--- src/rtl/uio_link_pkg.sv ---
// Shared definitions for both ends of the 8-bit uio req/ack byte link.
package uio_link_pkg;

  localparam int BYTE_W           = 8;
  localparam int LINK_DEPTH       = 4;
  localparam int LINK_SYNC_STAGES = 2;

  typedef enum logic [1:0] {
    WAIT_LOW = 2'd0,
    IDLE     = 2'd1,
    HOLD     = 2'd2
  } rdr_state_t;

endpackage

--- src/rtl/sync_fifo.sv ---
// Single-clock FIFO with occupancy count; storage is left unreset, only pointers and count reset.
module sync_fifo
  import uio_link_pkg::*;
#(
  parameter int DEPTH  = LINK_DEPTH,
  parameter int DATA_W = BYTE_W
) (
  input  logic                     clk,
  input  logic                     rst,
  input  logic                     push,
  input  logic [DATA_W-1:0]        push_data,
  input  logic                     pop,
  output logic [DATA_W-1:0]        rd_data,
  output logic                     full,
  output logic                     empty,
  output logic [$clog2(DEPTH):0]   count
);

  localparam int PTR_W = $clog2(DEPTH);

  logic [DATA_W-1:0] mem [DEPTH];
  logic [PTR_W-1:0]  wr_ptr;
  logic [PTR_W-1:0]  rd_ptr;
  logic              do_push;
  logic              do_pop;

  assign full    = (count == (PTR_W+1)'(DEPTH));
  assign empty   = (count == '0);
  assign do_push = push && !full;
  assign do_pop  = pop && !empty;
  assign rd_data = mem[rd_ptr];

  always_ff @(posedge clk) begin
    if (do_push) mem[wr_ptr] <= push_data;
  end

  // Pointers wrap naturally at DEPTH since DEPTH is a power of two
  always_ff @(posedge clk or posedge rst) begin
    if (rst) begin
      wr_ptr <= '0;
      rd_ptr <= '0;
      count  <= '0;
    end else begin
      if (do_push) wr_ptr <= wr_ptr + 1'b1;
      if (do_pop)  rd_ptr <= rd_ptr + 1'b1;
      case ({do_push, do_pop})
        2'b10:   count <= count + 1'b1;
        2'b01:   count <= count - 1'b1;
        default: count <= count;
      endcase
    end
  end

endmodule

--- src/rtl/uio_byte_reader.sv ---
// Receive side of the uio byte link: synchronises req, captures one byte per req phase, acks,
// and streams buffered bytes to the core on a valid/ready interface.
module uio_byte_reader
  import uio_link_pkg::*;
#(
  parameter int DEPTH       = LINK_DEPTH,
  parameter int SYNC_STAGES = LINK_SYNC_STAGES
) (
  input  logic                     clk,
  input  logic                     rst,
  input  logic [BYTE_W-1:0]        bus_data_in,
  input  logic                     bus_req_in,
  output logic                     bus_ack_out,
  output logic [BYTE_W-1:0]        out_data,
  output logic                     out_valid,
  input  logic                     out_ready,
  output logic [$clog2(DEPTH):0]   fifo_count,
  output logic                     stall
);

  rdr_state_t              state;
  logic [SYNC_STAGES-1:0]  req_sync;
  logic [SYNC_STAGES-1:0]  sync_vld;
  logic                    req_s;
  logic                    sync_primed;
  logic                    fifo_full;
  logic                    fifo_empty;
  logic                    push;
  logic [BYTE_W-1:0]       fifo_head;

  // Stage boundary: req synchroniser. sync_vld marks when req_s reflects the pin rather than reset
  always_ff @(posedge clk or posedge rst) begin
    if (rst) begin
      req_sync <= '0;
      sync_vld <= '0;
    end else begin
      req_sync <= {req_sync[SYNC_STAGES-2:0], bus_req_in};
      sync_vld <= {sync_vld[SYNC_STAGES-2:0], 1'b1};
    end
  end

  assign req_s       = req_sync[SYNC_STAGES-1];
  assign sync_primed = sync_vld[SYNC_STAGES-1];
  assign push        = (state == IDLE) && req_s && !fifo_full;

  // Stage boundary: handshake FSM. WAIT_LOW needs a genuine low req, not the reset value of the chain
  always_ff @(posedge clk or posedge rst) begin
    if (rst) begin
      state       <= WAIT_LOW;
      bus_ack_out <= 1'b0;
      stall       <= 1'b0;
    end else begin
      case (state)
        WAIT_LOW: begin
          bus_ack_out <= 1'b0;
          stall       <= 1'b0;
          if (sync_primed && !req_s) state <= IDLE;
        end
        IDLE: begin
          if (req_s && !fifo_full) begin
            bus_ack_out <= 1'b1;
            stall       <= 1'b0;
            state       <= HOLD;
          end else begin
            stall <= req_s;
          end
        end
        HOLD: begin
          stall <= 1'b0;
          if (!req_s) begin
            bus_ack_out <= 1'b0;
            state       <= IDLE;
          end
        end
        default: begin
          bus_ack_out <= 1'b0;
          stall       <= 1'b0;
          state       <= WAIT_LOW;
        end
      endcase
    end
  end

  sync_fifo #(
    .DEPTH  (DEPTH),
    .DATA_W (BYTE_W)
  ) u_fifo (
    .clk       (clk),
    .rst       (rst),
    .push      (push),
    .push_data (bus_data_in),
    .pop       (out_ready),
    .rd_data   (fifo_head),
    .full      (fifo_full),
    .empty     (fifo_empty),
    .count     (fifo_count)
  );

  assign out_valid = !fifo_empty;
  assign out_data  = out_valid ? fifo_head : '0;

endmodule

--- config.mk ---
export PLATFORM = sky130hd
export DESIGN_NAME = uio_byte_reader
export DESIGN_NICKNAME = d
export VERILOG_FILES = /design/src/rtl/uio_link_pkg.sv /design/src/rtl/sync_fifo.sv /design/src/rtl/uio_byte_reader.sv
export SDC_FILE = /design/constraint.sdc
export NUM_CORES = 1
export LEC_CHECK = 0
export ABC_AREA = 1
export ABC_CLOCK_PERIOD_IN_PS = 3700
export BUFFER_PORTS_ARGS = -buffer_cell sky130_fd_sc_hd__buf_2
export CORE_MARGIN = 4
export CORE_UTILIZATION = 45
export DETAILED_ROUTE_END_ITERATION = 12
export MAX_ROUTING_LAYER = met4
export SKIP_CTS_REPAIR_TIMING = 1
export SYNTH_ARGS = -nofsm -noshare
export SYNTH_HDL_FRONTEND = slang
export SYNTH_SLANG_ARGS = --single-unit
--- constraint.sdc ---
create_clock -name clk -period 3.7 [get_ports clk]
set_input_delay 1.11 -clock clk [delete_from_list [all_inputs] [get_ports clk]]
set_output_delay 1.11 -clock clk [all_outputs]
set_load 0.02 [all_outputs]
* Word level (Yosys, flattened, before mapping)
Memory sizes are Yosys's and may differ from the RTL's. Index checks and enable logic that the tools add are counted.
Storage, ports and cells: bits in latches 0, input port bits 12, output and inout port bits 14, logic and storage cells 48, register bits after elaboration 15, memory bits (writable) 32, memory bits (read-only) 0, memories 1
Operators by class: div/mod/pow operators 0, shifts and indexed selects 0, add/sub/neg operators 4, reductions and logical operators 14, muxes and demuxes 13, bitwise operators 0, magnitude comparators 0, multipliers 0, equality and inequality tests 8
Memory list:
- u_fifo.mem | words 4, width 8, read ports 1, clocked after Yosys merged registers in 0, wr ports 1, RTL line sync_fifo.sv:21 | logic [DATA_W-1:0] mem [DEPTH];
Operators by type and width (number):
- 8-bit two-way mux | 1
- 1-bit logical AND | 6
- 1-bit two-way mux | 6
- 2-bit two-way mux | 3
- 2-bit case mux with 3 select lines | 1
- 3-bit case mux with 2 select lines | 1
- 2-bit by 1-bit adder with 2-bit output, second input constant | 2
- 2-bit by 1-bit == test with 1-bit output, second input constant | 2
- 2-bit == test, second input constant | 2
- 2-bit inequality test, second input constant | 2
- 3-bit by 1-bit adder with 3-bit output, second input constant | 1
- 3-bit == test, second input constant | 1
- 1-bit zero test | 3
- 3-bit zero test | 1
- 3-bit AND reduction | 1
- 3-bit by 1-bit subtractor with 3-bit output, second input constant | 1
- 2-bit zero test | 1
- 2-bit by 1-bit inequality test with 1-bit output, second input constant | 1
- 1-bit case mux with 2 select lines | 1
- 2-bit AND reduction | 1
- 2-bit nonzero test | 1

* Longest topological paths before layout
Gate-level depths: netlist of the first run.
depth in word-level cells 6, mapped depth 10, depth with buffers taken out 10

* Modules after synthesis
From an unflattened synthesis of the first run, not the netlist that was laid out.
Unflattened totals: cells, all modules 200, area, all modules 2119.5 um^2
Modules (own cells, without submodules):
- sync_fifo | area each 1755.4 um^2, times used 1, sequential area each 1136.1 um^2, cells an instance 155
- uio_byte_reader | area each 364.1 um^2, times used 1, sequential area each 200.2 um^2, cells an instance 45

* Least setup slack after synthesis of the first run
No wires, ideal clock.
path type reg2out, from reg u_fifo.count[0], to out out_data[0], buffers on the path 0, slack 1.315 ns, stages on the path, launching flop included 5, arrival time 1.275 ns, data required time 2.590 ns, path through dfrtp_1 -> nor2_1 -> nand2_1 -> inv_1 -> a21oi_1
Between the ends: word-level cells in the longest chain between the ends 2
Ends and longest elaborated chain:
- from (decl) | RTL line sync_fifo.sv:16 | output logic [$clog2(DEPTH):0] count
- from (signal assigned) | RTL line sync_fifo.sv:47 | 2'b10: count <= count + 1'b1;
- from (signal assigned) | RTL line sync_fifo.sv:48 | 2'b01: count <= count - 1'b1;
- from (signal assigned) | RTL line sync_fifo.sv:49 | default: count <= count;
- 3-bit zero test | RTL line sync_fifo.sv:28 | assign empty = (count == '0);
- 8-bit two-way mux | RTL line uio_byte_reader.sv:100 | assign out_data = out_valid ? fifo_head : '0;
- to (decl) | RTL line uio_byte_reader.sv:14 | output logic [BYTE_W-1:0] out_data,
Every way passes these cells.

* Final worst setup path of the first run
from reg u_fifo.rd_ptr[0], to out out_data[2]
Between the ends: word-level cells in the longest chain between the ends 2
Ends and longest elaborated chain:
- from (decl) | RTL line sync_fifo.sv:23 | logic [PTR_W-1:0] rd_ptr;
- from (signal assigned) | RTL line sync_fifo.sv:45 | if (do_pop) rd_ptr <= rd_ptr + 1'b1;
- memory read 4 x 8 bit
- 8-bit two-way mux | RTL line uio_byte_reader.sv:100
Every way passes these cells.

==> impl_metrics.toml, run 1 <==
[pwr]
report.power.total_mw = 1.76
power_switching_share_pct = 39.6
power.share.clock_pct = 18.5
power.ir.vdd_worst_mv = 0.370
comb_power_share_pct = 38.9
powerDensity_mw_per_mm2 = 799
net-switching-power_mw = 0.697
cellInternalPower_mw = 1.06
sequential_fraction_of_design_power_pct = 42.6
leakage_nw = 0.927

[detailed_routing]
postRouteAntennaNets = 0
wirelength_met1_um = 1450
drt_first_iter_violations = 61
routed.top_layer = "met4"
drt-vias-per-instance = 5.03
routed_wl_um = 3400
drc_errors = 0
routed-via-count = 1232
first_pass_iters = 4
met2_wirelength_um = 1720
met3WireLength_um = 183
post_drt_wl_per_cell_um = 13.9

[die]
vertical_die_dimension_um = 74.1
design.portCount = 26
die-width_um = 74.1
start_util_pct = 47.8
die_area_sq_mm = 0.00549
core_area_sq_mm = 0.00412
row_count = 23

[timing]
worst_slew_margin_rel_pct = 46.0
setup-tns-final_ns = 0
slew_viol_final = 0
final.hold.worst_slack_ns = 0.355
final.period_utilization_pct = 78.5
fin_skew_ns = 0.00619
layout_min_cycle_time_ns = 2.90
finalHoldViolations = 0
setup_viol = 0
max_freq_mhz = 344
unrepaired_setup_endpoints_after_global_routing = "no"
max_slew.worst_pin.slew_ns = 0.808

[setup_path]
timing.critical_path.from_type = "register"
critical_path.slowest_cell = "sky130_fd_sc_hd__dfrtp_1"
timing.critical_path.fanout_max = 18
reg2regPathDepth = 9
crit_chain = "inv_2 > o21ai_0 > a21oi_1 > buf_2"
cp_num_cells = 4
path_class = "register to primary output"
setup.worst_path.start = "u_fifo.rd_ptr[0]$_DFFE_PP0P_"
worstPathArrival_ns = 1.79
timing.critical_path.slowest_cell_delay_ns = 0.72
worst_path_required_ns = 2.59
worst-path-buf-inv = 2
end_kind = "primary output"
timing.critical_path.max_delay_family = "flip-flops"
worst_r2r_startpoint = "u_fifo.count[0]$_DFFE_PP0P_"

[cts]
cts-root-buf = "sky130_fd_sc_hd__clkbuf_8"
clk_path_buf_depth = 2
clock_latency_ns = 0.29
tritoncts = "yes"
cts_sinks = 47
total_clock_buffers_created_by_cts = 5
cts-htree-levels = 2
path_clk_slew_ns = 0.08

[hold_path]
hold_path_class = "register to register"
hold-path-cell-count = 0
timing.hold.worst.start = "sync_vld[0]$_DFF_PP0_"

[logic_synthesis]
postSynthRegisterBits = 47
post_synth.cell_area_avg_sq_um = 11.8
synthesis.instances = 166
synth-async-reset-ratio_pct = 31.9
synth_nets = 184
synth-seq-area-share_pct = 67.9
yosysWarnings = 0
yosysUniqueCellTypes = 22
yosys_most_used_dff = "sky130_fd_sc_hd__edfxtp_1"
synth.cell_area_sq_mm = 0.00197
synth_enable_flop_cells = 32

[placement]
gp_congestion = 0.779
placed_cells_incl_taps = 237
final_hpwl_from_detailed_placement_um = 2360
io_buffers = 25

[finish]
final_layout_size_suffix_gt1_share_pct = 19.5
layout-area-overhead-vs-synth_pct = 11.9
layout.nets = 212
layoutNonFillerInstCount = 245
final_common_cell = "sky130_fd_sc_hd__nor2_1"
final_cell_mix = "sky130_fd_sc_hd__nor2_1, sky130_fd_sc_hd__edfxtp_1, sky130_fd_sc_hd__buf_2"
inserted_diodes = 0

[global_routing]
antenna_found_initial = 0
via_count_of_the_first_global_routing_pass = 1190
globalRouteOverflowTotal = 0
gr-usage-all-layers_pct = 14.6
grt_max_degree = 19
grt_pass1_wl_um = 5670

[flow_run]
maxCapViolations = 0

[status]
status = "completed"
## per-stage QoR
stage                     util [%]  instance area [sq um]  setup slack [ns]
after floorplan                  -                   1970              1.31
after global placement        51.0                   2100              1.15
after detailed placement      51.0                   2100              1.11
after CTS                     53.5                   2200             0.761
after global routing          53.5                   2200             0.627
final                         53.5                   2200             0.795
## area by class of cell
type | count | area [sq um]
fillers | 362 | 1910
flip-flops and latches | 47 | 1340
multi-input cells | 97 | 509
repair buffers | 25 | 125
clock buffers | 8 | 100
inverters | 18 | 67.6
well taps | 50 | 62.6
## layer usage
layer,vias up,GRT usage [%]
met5,-,-
met4,0,6.04
met3,6,3.24
met2,28,23.4
met1,598,17.8
li1,600,-
## final timing paths
check / endpoint / slack (ns)
setup reg to reg: u_fifo.count[2]$_DFFE_PP0P_ / 1.65
hold / removal: sync_vld[1]$_DFF_PP0_ / 0.36
setup / recovery: out_data[2] / 0.80
max in group asynchronous: req_sync[1]$_DFF_PP0_ / 2.48
min in group asynchronous: u_fifo.count[1]$_DFFE_PP0P_ / 0.85
hold reg to reg: sync_vld[1]$_DFF_PP0_ / 0.36
## sequential cells by signal (all words and copies together), names as in the netlist
signal	cells
sync_vld	2
bus_ack_out	1
stall	1
u_fifo.count	3
state	2
u_fifo.wr_ptr	2
u_fifo.mem	32
u_fifo.rd_ptr	2
req_sync	2
## power groups by stage
stage	clock, mW	sequential (mW)	combinational, mW
global placement	0	0.757	0.668
finish	0.325	0.750	0.684
global route	0.353	0.765	0.772
detailed placement	0	0.763	0.696
CTS	0.334	0.753	0.697
floorplan	0	0.738	0.554
## synthesized netlist by cell type, types with 2 or more instances
master / instances / area, sq um
sky130_fd_sc_hd__o21ai_0: 9 / 45.0
sky130_fd_sc_hd__edfxtp_1: 32 / 961
sky130_fd_sc_hd__nor2_2: 2 / 12.5
sky130_fd_sc_hd__inv_2: 2 / 7.51
sky130_fd_sc_hd__xor2_1: 3 / 26.3
sky130_fd_sc_hd__nand2_1: 14 / 52.6
sky130_fd_sc_hd__inv_1: 16 / 60.1
sky130_fd_sc_hd__nor2_1: 36 / 135
sky130_fd_sc_hd__a21oi_1: 9 / 45.0
sky130_fd_sc_hd__nand3_1: 2 / 10.0
sky130_fd_sc_hd__o21ai_1: 10 / 50.1
sky130_fd_sc_hd__dfrtp_1: 15 / 375
sky130_fd_sc_hd__buf_6: 3 / 33.8
sky130_fd_sc_hd__ha_1: 5 / 62.6
## kinds of logic after synthesis
family                     synth area share [%]
DFF                                        67.9
other                                     0.191
adders and majority gates                  4.20
buffers and inverters                      6.17
and+or+nand+nor                            12.2
xor gates and xnor gates                   1.78
AOI/OAI and AO/OA                          7.51
No activity file was read; power rests on OpenSTA's default activity.
==> inputs of run 2 (changes only) <==
--- a/config.mk
+++ b/config.mk
@@ -5,8 +5,8 @@
 export SDC_FILE = /design/constraint.sdc
 export NUM_CORES = 1
 export LEC_CHECK = 0
-export ABC_AREA = 1
-export ABC_CLOCK_PERIOD_IN_PS = 3700
+export ABC_AREA = 0
+export ABC_CLOCK_PERIOD_IN_PS = 2950
 export BUFFER_PORTS_ARGS = -buffer_cell sky130_fd_sc_hd__buf_2
 export CORE_MARGIN = 4
 export CORE_UTILIZATION = 45
==> constraint.sdc (replaced) <==
create_clock -name clk -period 2.95 [get_ports clk]
set_input_delay 0.885 -clock clk [delete_from_list [all_inputs] [get_ports clk]]
set_output_delay 0.885 -clock clk [all_outputs]
set_load 0.02 [all_outputs]
==> run 2 against run 1 <==
Non-clock buffer count grew 2; setup slack lost 0.37 ns; power grew 14%.
==> impl_metrics.toml, run 2 <==
[logic_synthesis]
yosysWarnings = 0
postSynthRegisterBits = 47
synth_nets = 129
yosys.cell_count.top_type = "sky130_fd_sc_hd__edfxtp_1"
synthesis.instances = 111
post_synth.cell_area_avg_sq_um = 17.4
synth.top_cells.by_area = "sky130_fd_sc_hd__edfxtp_1, sky130_fd_sc_hd__dfrtp_1, sky130_fd_sc_hd__mux4_2"
yosys_most_used_dff = "sky130_fd_sc_hd__edfxtp_1"
synth-seq-area-share_pct = 69.3
yosys.area.top_type_share_pct = 49.8
netlist.top_cell.by_area = "sky130_fd_sc_hd__edfxtp_1"
yosysUniqueCellTypes = 27
synth_enable_flop_cells = 32
post_synth_most_frequent_cells = "sky130_fd_sc_hd__edfxtp_1, sky130_fd_sc_hd__dfrtp_1, sky130_fd_sc_hd__and2_1, sky130_fd_sc_hd__mux4_2, sky130_fd_sc_hd__inv_1"
synth.cell_area_sq_mm = 0.00193
synth-async-reset-ratio_pct = 31.9

[timing]
max_slew.worst_pin.slew_ns = 0.579
setup_viol = 0
max_freq_mhz = 397
final.hold.worst_slack_ns = 0.357
layout_min_cycle_time_ns = 2.52
fin_skew_ns = 0.00365
final.period_utilization_pct = 85.4
worst_slew_margin_rel_pct = 61.4
finalHoldViolations = 0
slew_viol_final = 0
setup-tns-final_ns = 0
unrepaired_setup_endpoints_after_global_routing = "no"

[finish]
layout_top_registers = "u_fifo.mem x32, u_fifo.count x3"
max_reg_flops = 32
register_ranked_first_by_flip_flop_count = "u_fifo.mem"
layoutNonFillerInstCount = 193
post-route-util_pct = 53.7
fillCellCount = 355
final_layout_size_suffix_gt1_share_pct = 32.2
layout-area-overhead-vs-synth_pct = 13.7
final_common_cell = "sky130_fd_sc_hd__edfxtp_1"
finish.instance_area_sq_mm = 0.00219
layout.nets = 160
inserted_diodes = 0
final_cell_mix = "sky130_fd_sc_hd__edfxtp_1, sky130_fd_sc_hd__buf_2, sky130_fd_sc_hd__dfrtp_1"

[die]
design.portCount = 26
vertical_die_dimension_um = 73.5
core_area_sq_mm = 0.00409
start_util_pct = 47.2
die_area_sq_mm = 0.00540
row_count = 23
die-width_um = 73.5

[placement]
io_buffers = 25
gp_congestion = 0.731
final_hpwl_from_detailed_placement_um = 2110
dpl_cell_area_sq_mm = 0.00210
placed_cells_incl_taps = 185

[setup_path]
worst_r2r_startpoint = "u_fifo.count[2]$_DFFE_PP0P_"
rr_endpoint = "u_fifo.count[2]$_DFFE_PP0P_"
timing.critical_path.fanout_max = 6
timing.critical_path.from_type = "register"
reg2regPathDepth = 8
end_kind = "primary output"
worst_path_required_ns = 2.07
worstPathArrival_ns = 1.64
worst-r2r-setup-slack_ns = 0.90
path_class = "register to primary output"

[cts]
tritoncts = "yes"
clk_path_buf_depth = 2
cts-htree-levels = 2
path_clk_slew_ns = 0.08
total_clock_buffers_created_by_cts = 5
cts-root-buf = "sky130_fd_sc_hd__clkbuf_8"
cts_sinks = 47
clock_latency_ns = 0.29

[global_routing]
gr-usage-all-layers_pct = 13.2
grt_max_degree = 16
via_count_of_the_first_global_routing_pass = 1038
globalRouteOverflowTotal = 0
grt_pass1_wl_um = 5020
antenna_found_initial = 0

[pwr]
sequential_fraction_of_design_power_pct = 44.7
comb_power_share_pct = 36.7
power.ir.vdd_worst_mv = 0.420
power_switching_share_pct = 34.4
net-switching-power_mw = 0.688
power.share.clock_pct = 18.6
leakage_nw = 0.856
powerDensity_mw_per_mm2 = 912
cellInternalPower_mw = 1.31

[status]
status = "completed"

[hold_path]
hold_path_class = "register to register"
hold-path-cell-count = 0
hold-path-endpoint = "req_sync[1]$_DFF_PP0_"
timing.hold.worst.start = "req_sync[0]$_DFF_PP0_"

[detailed_routing]
post_drt_wl_per_cell_um = 15.6
drc_errors = 0
routed_wl_um = 3020
first_pass_iters = 4
routed-via-count = 945
postRouteAntennaNets = 0
drt-vias-per-instance = 4.90
drt_first_iter_violations = 20

[flow_run]
maxCapViolations = 0
-- run 2: cell types whose count changed after synthesis, moves of 7 or more --
| cell | delta |
|---|---|
| sky130_fd_sc_hd__nor2_1 | -33 |
| sky130_fd_sc_hd__nand2_1 | -14 |
| sky130_fd_sc_hd__and2_1 | +13 |
| sky130_fd_sc_hd__o21ai_1 | -10 |
| sky130_fd_sc_hd__a21oi_1 | -9 |
| sky130_fd_sc_hd__inv_1 | -9 |
| sky130_fd_sc_hd__mux4_2 | +8 |
| sky130_fd_sc_hd__o21ai_0 | -7 |
-- run 2: layout make-up --
cell class | count | area, sq um | share of cell area, %
Clock inverter | 3 | 20.0 | 0.913
Timing Repair Buffer | 27 | 140 | 6.39
Sequential cell | 47 | 1340 | 60.9
Tap cell | 50 | 62.6 | 2.85
Multi-Input combinational cell | 54 | 539 | 24.6
Inverter | 7 | 26.3 | 1.20
Clock buffer | 5 | 68.8 | 3.14
-- run 2: power groups by stage --
| stage | clock (mW) | combinational, mW | sequential (mW) |
|---|---|---|---|
| 6_report | 0.372 | 0.734 | 0.894 |
| 5_1_grt | 0.418 | 0.808 | 0.912 |
| 4_1_cts | 0.388 | 0.752 | 0.896 |
| 3_5_place_dp | 0 | 0.750 | 0.911 |
| 3_3_place_gp | 0 | 0.730 | 0.904 |
| 2_1_floorplan | 0 | 0.555 | 0.902 |
-- run 2: worst max-delay path by stage --
stage	to	cells after the start	from	slack, ns
floorplan	out_data[0]	3	u_fifo.count[2]$_DFFE_PP0P_	0.84
global placement	out_data[7]	4	u_fifo.rd_ptr[0]$_DFFE_PP0P_	0.74
detailed placement	u_fifo.count[2]$_DFFE_PP0P_	8	out_ready	0.70
CTS	out_data[1]	4	u_fifo.rd_ptr[0]$_DFFE_PP0P_	0.40
global route	out_data[1]	4	u_fifo.rd_ptr[0]$_DFFE_PP0P_	0.35
finish	out_data[7]	4	u_fifo.rd_ptr[0]$_DFFE_PP0P_	0.43
-- run 2: worst max-delay path, stage by stage (launching register included) --
cell                      delay, ns
sky130_fd_sc_hd__dfrtp_1       0.35
sky130_fd_sc_hd__buf_4         0.17
sky130_fd_sc_hd__mux4_2        0.49
sky130_fd_sc_hd__and2_1        0.18
sky130_fd_sc_hd__buf_2         0.15
-- run 2: metrics by stage --
step | setup slack [ns] | total power, mW
6_report | 0.430 | 2.00
3_5_place_dp | 0.704 | 1.66
3_3_place_gp | 0.738 | 1.63
2_1_floorplan | 0.840 | 1.46
5_1_grt | 0.352 | 2.14
4_1_cts | 0.396 | 2.04
-- run 2: cell families (layout without fill, tap and decap cells) --
family                   after synthesis  in the layout  share of synthesized area, %
buffers and inverters                 10             42                          2.79
XOR/XNOR                               6              6                          2.72
AO/OA/AOI/OAI                          4              4                          1.36
other                                  1              1                         0.194
adder cells (fa/ha/maj)                6              6                          4.28
flip-flops                            47             47                          69.3
multiplexers                          10             10                          10.4
AND/OR/NAND/NOR                       27             27                          8.95
-- run 2: per-layer routing --
layer  track usage, %  vias up  part of all wire, %
met1             15.3      460                   43
li1                 -      458                    -
met2             21.6       23                   52
met4             5.43        0                  1.1
met3             3.83        4                  4.1
met5                -        -                    0
